**src/rtl/i2c_reg_seq.sv**
```systemverilog
// rtl/i2c_reg_seq.sv - register read/write sequencer driving a byte-level I2C master
// Splits each request into master byte commands and handles NACK abort, arbitration loss and bus-busy retry.
module i2c_reg_seq #(
  parameter int MAX_RETRY = 3,
  parameter int RETRY_DLY = 1000
) (
  input  logic       clk,
  input  logic       rst,
  input  logic       req_valid,
  output logic       req_ready,
  input  logic       req_rd,
  input  logic [6:0] req_dev,
  input  logic [7:0] req_reg,
  input  logic [7:0] req_wdata,
  output logic       rsp_valid,
  output logic [1:0] rsp_err,
  output logic [7:0] rsp_rdata,
  output logic [4:0] m_cmd,
  output logic       m_ws,
  output logic [7:0] m_dat,
  input  logic [6:0] m_stat,
  input  logic [7:0] m_dat_in,
  output logic       busy
);

  localparam int RW = (MAX_RETRY < 1) ? 1 : $clog2(MAX_RETRY + 1);
  localparam int DW = (RETRY_DLY < 2) ? 1 : $clog2(RETRY_DLY);

  localparam logic [4:0] C_STRT = 5'b00001;
  localparam logic [4:0] C_STOP = 5'b00010;
  localparam logic [4:0] C_READ = 5'b00100;
  localparam logic [4:0] C_WRTE = 5'b01000;
  localparam logic [4:0] C_NACK = 5'b10000;

  typedef enum logic [2:0] {IDLE, ISSUE, WAIT, ABORT, BACKOFF, RESP} state_t;

  state_t        state;
  logic [1:0]    step;
  logic [RW-1:0] retry;
  logic [DW-1:0] dly;
  logic          stop_sent;
  logic          rd_q;
  logic [6:0]    dev_q;
  logic [7:0]    reg_q;
  logic [7:0]    wdata_q;

  logic st_bsy, st_ack, st_bbl, st_alo, st_err, st_don;
  logic unused_bby;
  assign unused_bby = m_stat[6];
  assign st_bsy = m_stat[5];
  assign st_ack = m_stat[4];
  assign st_bbl = m_stat[3];
  assign st_alo = m_stat[2];
  assign st_err = m_stat[1];
  assign st_don = m_stat[0];

  assign req_ready = rst && (state == IDLE) && !st_bsy;

  logic [4:0] step_cmd;
  logic [7:0] step_dat;
  logic       last_step;

  always_comb begin
    step_cmd  = C_STRT | C_WRTE;
    step_dat  = {dev_q, 1'b0};
    last_step = rd_q ? (step == 2'd3) : (step == 2'd2);
    case (step)
      2'd1: begin
        step_cmd = C_WRTE;
        step_dat = reg_q;
      end
      2'd2: begin
        if (rd_q) begin
          step_cmd = C_STRT | C_WRTE;
          step_dat = {dev_q, 1'b1};
        end else begin
          step_cmd = C_WRTE | C_STOP;
          step_dat = wdata_q;
        end
      end
      2'd3: begin
        step_cmd = C_READ | C_NACK | C_STOP;
        step_dat = 8'h00;
      end
      default: ;
    endcase
  end

  // Status is only trusted once the strobe has dropped, so stale DON from the previous byte is never seen.
  always_ff @(posedge clk) begin
    if (!rst) begin
      state     <= IDLE;
      step      <= 2'd0;
      retry     <= '0;
      dly       <= '0;
      stop_sent <= 1'b0;
      rd_q      <= 1'b0;
      dev_q     <= 7'h00;
      reg_q     <= 8'h00;
      wdata_q   <= 8'h00;
      busy      <= 1'b0;
      rsp_valid <= 1'b0;
      rsp_err   <= 2'd0;
      rsp_rdata <= 8'h00;
      m_ws      <= 1'b0;
      m_cmd     <= 5'd0;
      m_dat     <= 8'h00;
    end else begin
      case (state)
        IDLE: begin
          if (req_valid && req_ready) begin
            rd_q      <= req_rd;
            dev_q     <= req_dev;
            reg_q     <= req_reg;
            wdata_q   <= req_wdata;
            step      <= 2'd0;
            retry     <= '0;
            busy      <= 1'b1;
            rsp_err   <= 2'd0;
            rsp_rdata <= 8'h00;
            state     <= ISSUE;
          end
        end
        ISSUE: begin
          if (!st_bsy) begin
            m_ws  <= 1'b1;
            m_cmd <= step_cmd;
            m_dat <= step_dat;
            state <= WAIT;
          end
        end
        WAIT: begin
          m_ws <= 1'b0;
          if (!m_ws && !st_bsy && st_don) begin
            if (st_err) begin
              if (st_alo) begin
                rsp_err   <= 2'd2;
                rsp_valid <= 1'b1;
                state     <= RESP;
              end else if (st_bbl && (retry < RW'(MAX_RETRY))) begin
                retry <= retry + RW'(1);
                step  <= 2'd0;
                dly   <= DW'(RETRY_DLY - 1);
                state <= BACKOFF;
              end else begin
                rsp_err   <= 2'd3;
                rsp_valid <= 1'b1;
                state     <= RESP;
              end
            end else if (m_cmd[3] && !st_ack) begin
              if (last_step) begin
                rsp_err   <= 2'd1;
                rsp_valid <= 1'b1;
                state     <= RESP;
              end else begin
                stop_sent <= 1'b0;
                state     <= ABORT;
              end
            end else if (last_step) begin
              if (rd_q) rsp_rdata <= m_dat_in;
              rsp_err   <= 2'd0;
              rsp_valid <= 1'b1;
              state     <= RESP;
            end else begin
              step  <= step + 2'd1;
              state <= ISSUE;
            end
          end
        end
        ABORT: begin
          if (!stop_sent) begin
            if (!st_bsy) begin
              m_ws      <= 1'b1;
              m_cmd     <= C_STOP;
              m_dat     <= 8'h00;
              stop_sent <= 1'b1;
            end
          end else begin
            m_ws <= 1'b0;
            if (!m_ws && !st_bsy && st_don) begin
              rsp_err   <= 2'd1;
              rsp_valid <= 1'b1;
              state     <= RESP;
            end
          end
        end
        BACKOFF: begin
          if (dly == '0) state <= ISSUE;
          else dly <= dly - DW'(1);
        end
        RESP: begin
          rsp_valid <= 1'b0;
          busy      <= 1'b0;
          state     <= IDLE;
        end
        default: state <= IDLE;
      endcase
    end
  end

endmodule

```
**config.mk**
```make
export PLATFORM = sky130hd
export DESIGN_NAME = i2c_reg_seq
export DESIGN_NICKNAME = d
export VERILOG_FILES = /design/src/rtl/i2c_reg_seq.sv
export SDC_FILE = /design/constraint.sdc
export NUM_CORES = 1
export LEC_CHECK = 0
export BUFFER_PORTS_ARGS = -buffer_cell sky130_fd_sc_hd__buf_4
export CORE_MARGIN = 2
export CORE_UTILIZATION = 55
export CTS_BUF_LIST = sky130_fd_sc_hd__clkbuf_2 sky130_fd_sc_hd__clkbuf_4 sky130_fd_sc_hd__clkbuf_8
export CTS_CLUSTER_DIAMETER = 40
export DETAILED_ROUTE_END_ITERATION = 10
export GPL_TIMING_DRIVEN = 0
export PLACE_DENSITY = 0.8
export SLEW_MARGIN = 25
export SYNTH_ARGS = -nofsm -noshare
export SYNTH_HDL_FRONTEND = slang
export SYNTH_SLANG_ARGS = --single-unit
```
**constraint.sdc**
```tcl
create_clock -name clk -period 2.25 [get_ports clk]
set_clock_uncertainty 0.15 [all_clocks]
set_input_delay 0.1125 -clock clk [delete_from_list [all_inputs] [get_ports clk]]
set_output_delay 0.1125 -clock clk [all_outputs]
set_load 0.05 [all_outputs]
```
==> impl_metrics.toml <==
[pwr]
switching_fraction_pct = 24.6
sequentialPowerShare_pct = 46.0
p_comb_share_pct = 12.1
power_per_cell_area_nw_per_um2 = 614
vdd_drop_max_uv = 484
cellInternalPower_mw = 2.03
power.net_switching_uw = 663
power_leakage_nw = 1.73
fin_total_pwr_mw = 2.69
power_frac_clock_pct = 41.9

[setup_path]
slowest_cell_on_the_critical_path = "dfxtp_1"
critical_path.startpoint_type = "register"
r2r.worst_path.cells = 6
rr_startpoint = "state[1]"
critPathKind = "register to register"
endpoint_kind = "register"
crit_chain = "buf_2 > a21boi_0 > nand2_1 > clkbuf_1 > nand2_1 > a21oi_1"
worstPathMaxFanout = 10
timing.critical_path.required_ns = 2.36
critical_r2r_capture = "m_dat[3]"
max_stage_delay_ns = 0.43
reg2reg_setup_slack_ns = 0.21
cp_data_arrival_time_ns = 2.16
critical-path-top-cell-by-count = "nand2_1"

[logic_synthesis]
synth_top_family_by_area = "simple AND/OR/NAND/NOR gates"
synth_enable_flop_cells = 0
synth_flop_cell = "dfxtp_1"
synthesis.yosys.warnings = 0
synth_fa_ha_area_share_pct = 2.69
post_synth_and_or_nand_nor_area_fraction_pct = 25.7
syn_nets = 438
ys_seq_elements = 67
synth.distinct_cells = 59
netlist_area_um2 = 3250
syn-mean-instance-area_um2 = 8.36
synth_async_sr_flop_share_pct = 0
synth-compound-area-share_pct = 20.9
seq_area_frac_synth_pct = 41.2
netlist_instances = 389
synth.mux.area_fraction_pct = 4.35
synth_xor_xnor_area_share_pct = 0

[final_layout]
n_antenna_cell = 0
layout_cell_share_with_drive_strength_beyond_1_pct = 21.5
fill_count = 449
flow.area_growth_from_synthesis_pct = 35.0
multi_input_comb_area_um2 = 1740
stdcell_count = 578
final_net_count = 548
sequential_cell_area_um2 = 1340

[die]
floorplan.die_area_um2 = 6540
std_cell_rows = 28
initial_core_util_pct = 55.9
die_height_um = 80.9
horizontal_die_dimension_um = 80.9
core_region_area_um2 = 5820
floorplan.io_pins = 69

[detailed_routing]
first_pass_iters = 6
post_drt_wl_per_cell_um = 16.5
drt-total-wl_mm = 9.53
via_count = 3442
drc = 0
drt-vias-per-instance = 5.96
detail-route-antenna-nets = 0
detailedRoute.firstIterationViolations = 222

[grt]
grt_pass1_wl_mm = 15.2
met2_capacity_usage_during_global_routing_pct = 48.4
grt_use_total_pct = 30.3
largest_net_degree_at_the_start_of_global_routing = 12
grt_pass1_vias = 3117
grt_antenna_before_repair = 0
met3_resource_use_gr_pct = 7.78
grt_overflow_total = 0
met1_global_route_usage_pct = 39.9
busiest_layer = "met2"

[clocking]
number_of_clock_buffers_inserted_by_tritoncts = 9
clk_root_buffer_cell = "clkbuf_8"
cts_post_setup_buffers_inserted = 0
clk-insertion-delay-late_ns = 0.34
tritoncts = "done"
cts_max_path_buffers = 2
clkTransAtPathRegs_ns = 0.08
cts_htree_levels = 3
cts.sink_count = 67
post_cts_resize_count = 0

[timing]
max_freq_ghz = 0.490
min_period_over_period_pct = 90.7
timing_worst_slew_pin_value_ns = 0.582
setup-violations-final = 0
timing.max_slew.rel_slack_pct = 60.7
final.hold.worst_slack_ns = 0.0673
tns_ns = 0
final_max_slew_viols = 0
rsz0062_at_grt = "no"
final-hold-violation-count = 0
fin_crit_ns = 2.04

[placement]
numPlacedInstances = 531
place.detailed.hpwl_mm = 6.07
place_congestion = 0.918
port-buffer-count = 67

[worst_hold_path]
holdCritPathClass = "input pin to register"
timing.hold.worst_path_depth = 4
min_delay_worst_endpoint = "m_ws"
hold_path.startpoint = "m_stat[5]"

[flow_run]
max-cap-violations = 0

[run_status]
run_status = "completed"
==> critical path: cells and delay by family, from the launching register on <==
family | cells | cell delay, ns
buf+inv | 2 | 0.69
flops | 1 | 0.43
compound gates | 2 | 0.38
simple gates | 2 | 0.30
==> power groups by stage <==
stage	logic [mW]	registers, mW	clock network (mW)
3_3_place_gp	0.267	1.26	0
5_1_grt	0.349	1.24	1.19
3_5_place_dp	0.270	1.27	0
4_1_cts	0.315	1.24	1.13
2_1_floorplan	0.138	1.28	0
6_report	0.326	1.24	1.13
==> worst max path at each step <==
stage | startpoint | end | slack [ns]
2_1_floorplan | m_ws | retry[0] | 0.41
3_3_place_gp | state[1] | dly[9] | 0.29
3_5_place_dp | state[1] | rsp_err[0] | 0.29
4_1_cts | state[1] | dev_q[2] | 0.26
5_1_grt | state[1] | reg_q[2] | 0.04
6_report | state[1] | m_dat[3] | 0.21
==> sequential cells by signal, indices dropped and copies added (netlist names) <==
name	cells
busy	1
reg_q	8
rsp_valid	1
dev_q	7
state	3
m_ws	1
rsp_rdata	8
dly	10
rd_q	1
retry	2
wdata_q	8
rsp_err	2
m_dat	8
m_cmd	4
stop_sent	1
step	2
==> cells by family after synthesis <==
group | after synthesis
buffers and inverters | 35
flip-flops | 67
adder cells (fa/ha/maj) | 7
AO/OA/AOI/OAI | 104
multiplexers | 14
AND/OR/NAND/NOR | 162
==> routing by layer <==
metal  vias up  share of wire (%)
met4         0                3.6
met5         -                  0
li1       1615                  -
met2       177                 46
met3        42                8.2
met1      1608                 42
==> per-stage QoR <==
stage          area (um^2)  util, %  setup slack [ns]
2_1_floorplan         3250        -             0.408
3_3_place_gp          3850     66.2             0.295
3_5_place_dp          3850     66.2             0.285
4_1_cts               4390     75.5             0.261
5_1_grt               4390     75.5            0.0448
6_report              4390     75.5             0.209
==> cell usage in the layout, fill, tap and decap left out, types with 3 or more instances in the layout <==
cell            n
mux2i_1        13
nand3_1        18
or3_1           4
o21a_1          8
a31oi_1         8
clkbuf_8       10
o2111a_1        4
dfxtp_1        67
nor4_1          4
dlygate4sd3_1  32
clkbuf_1       16
nor2b_1         6
o21ai_0        29
nand2_1        81
buf_2           7
nor2_1         15
nand4_1         3
inv_1           6
a21oi_1        22
a22oi_1         8
ha_1            7
buf_4          70
o31ai_1         4
a22o_1          7
nor3_1          3
nor3b_1         3
and2_1          3
==> cell type report <==
class | count | share of cell area, %
inverter | 6 | 0.513
timing repair buffer | 99 | 18.8
clock inverter | 4 | 1.71
clock buffer | 11 | 3.31
buffer | 29 | 3.28
sequential | 67 | 30.6
tap | 75 | 2.14
multi-input combinational | 287 | 39.7
==> what timing repair did <==
action,4_1_cts,5_1_grt
endpoints found under the setup margin,0,0
hold buffers,32,0
endpoints found under the hold margin,32,0
==> synth_stat cells (all sizes together) (5+ instances only) <==
cell	number	area, um^2
nor2b	6	37.5
mux2i	13	130
o21a	8	60.1
nand3	18	90.1
a22o	7	61.3
nor2	17	68.8
a21oi	22	110
nand2	81	304
clkbuf	16	60.1
a31oi	8	50.1
o21ai	30	150
buf	13	83.8
dfxtp	67	1340
ha	7	87.6
inv	6	22.5
a22oi	8	60.1
nor4	5	37.5
Power figures use the tool's default switching activity.
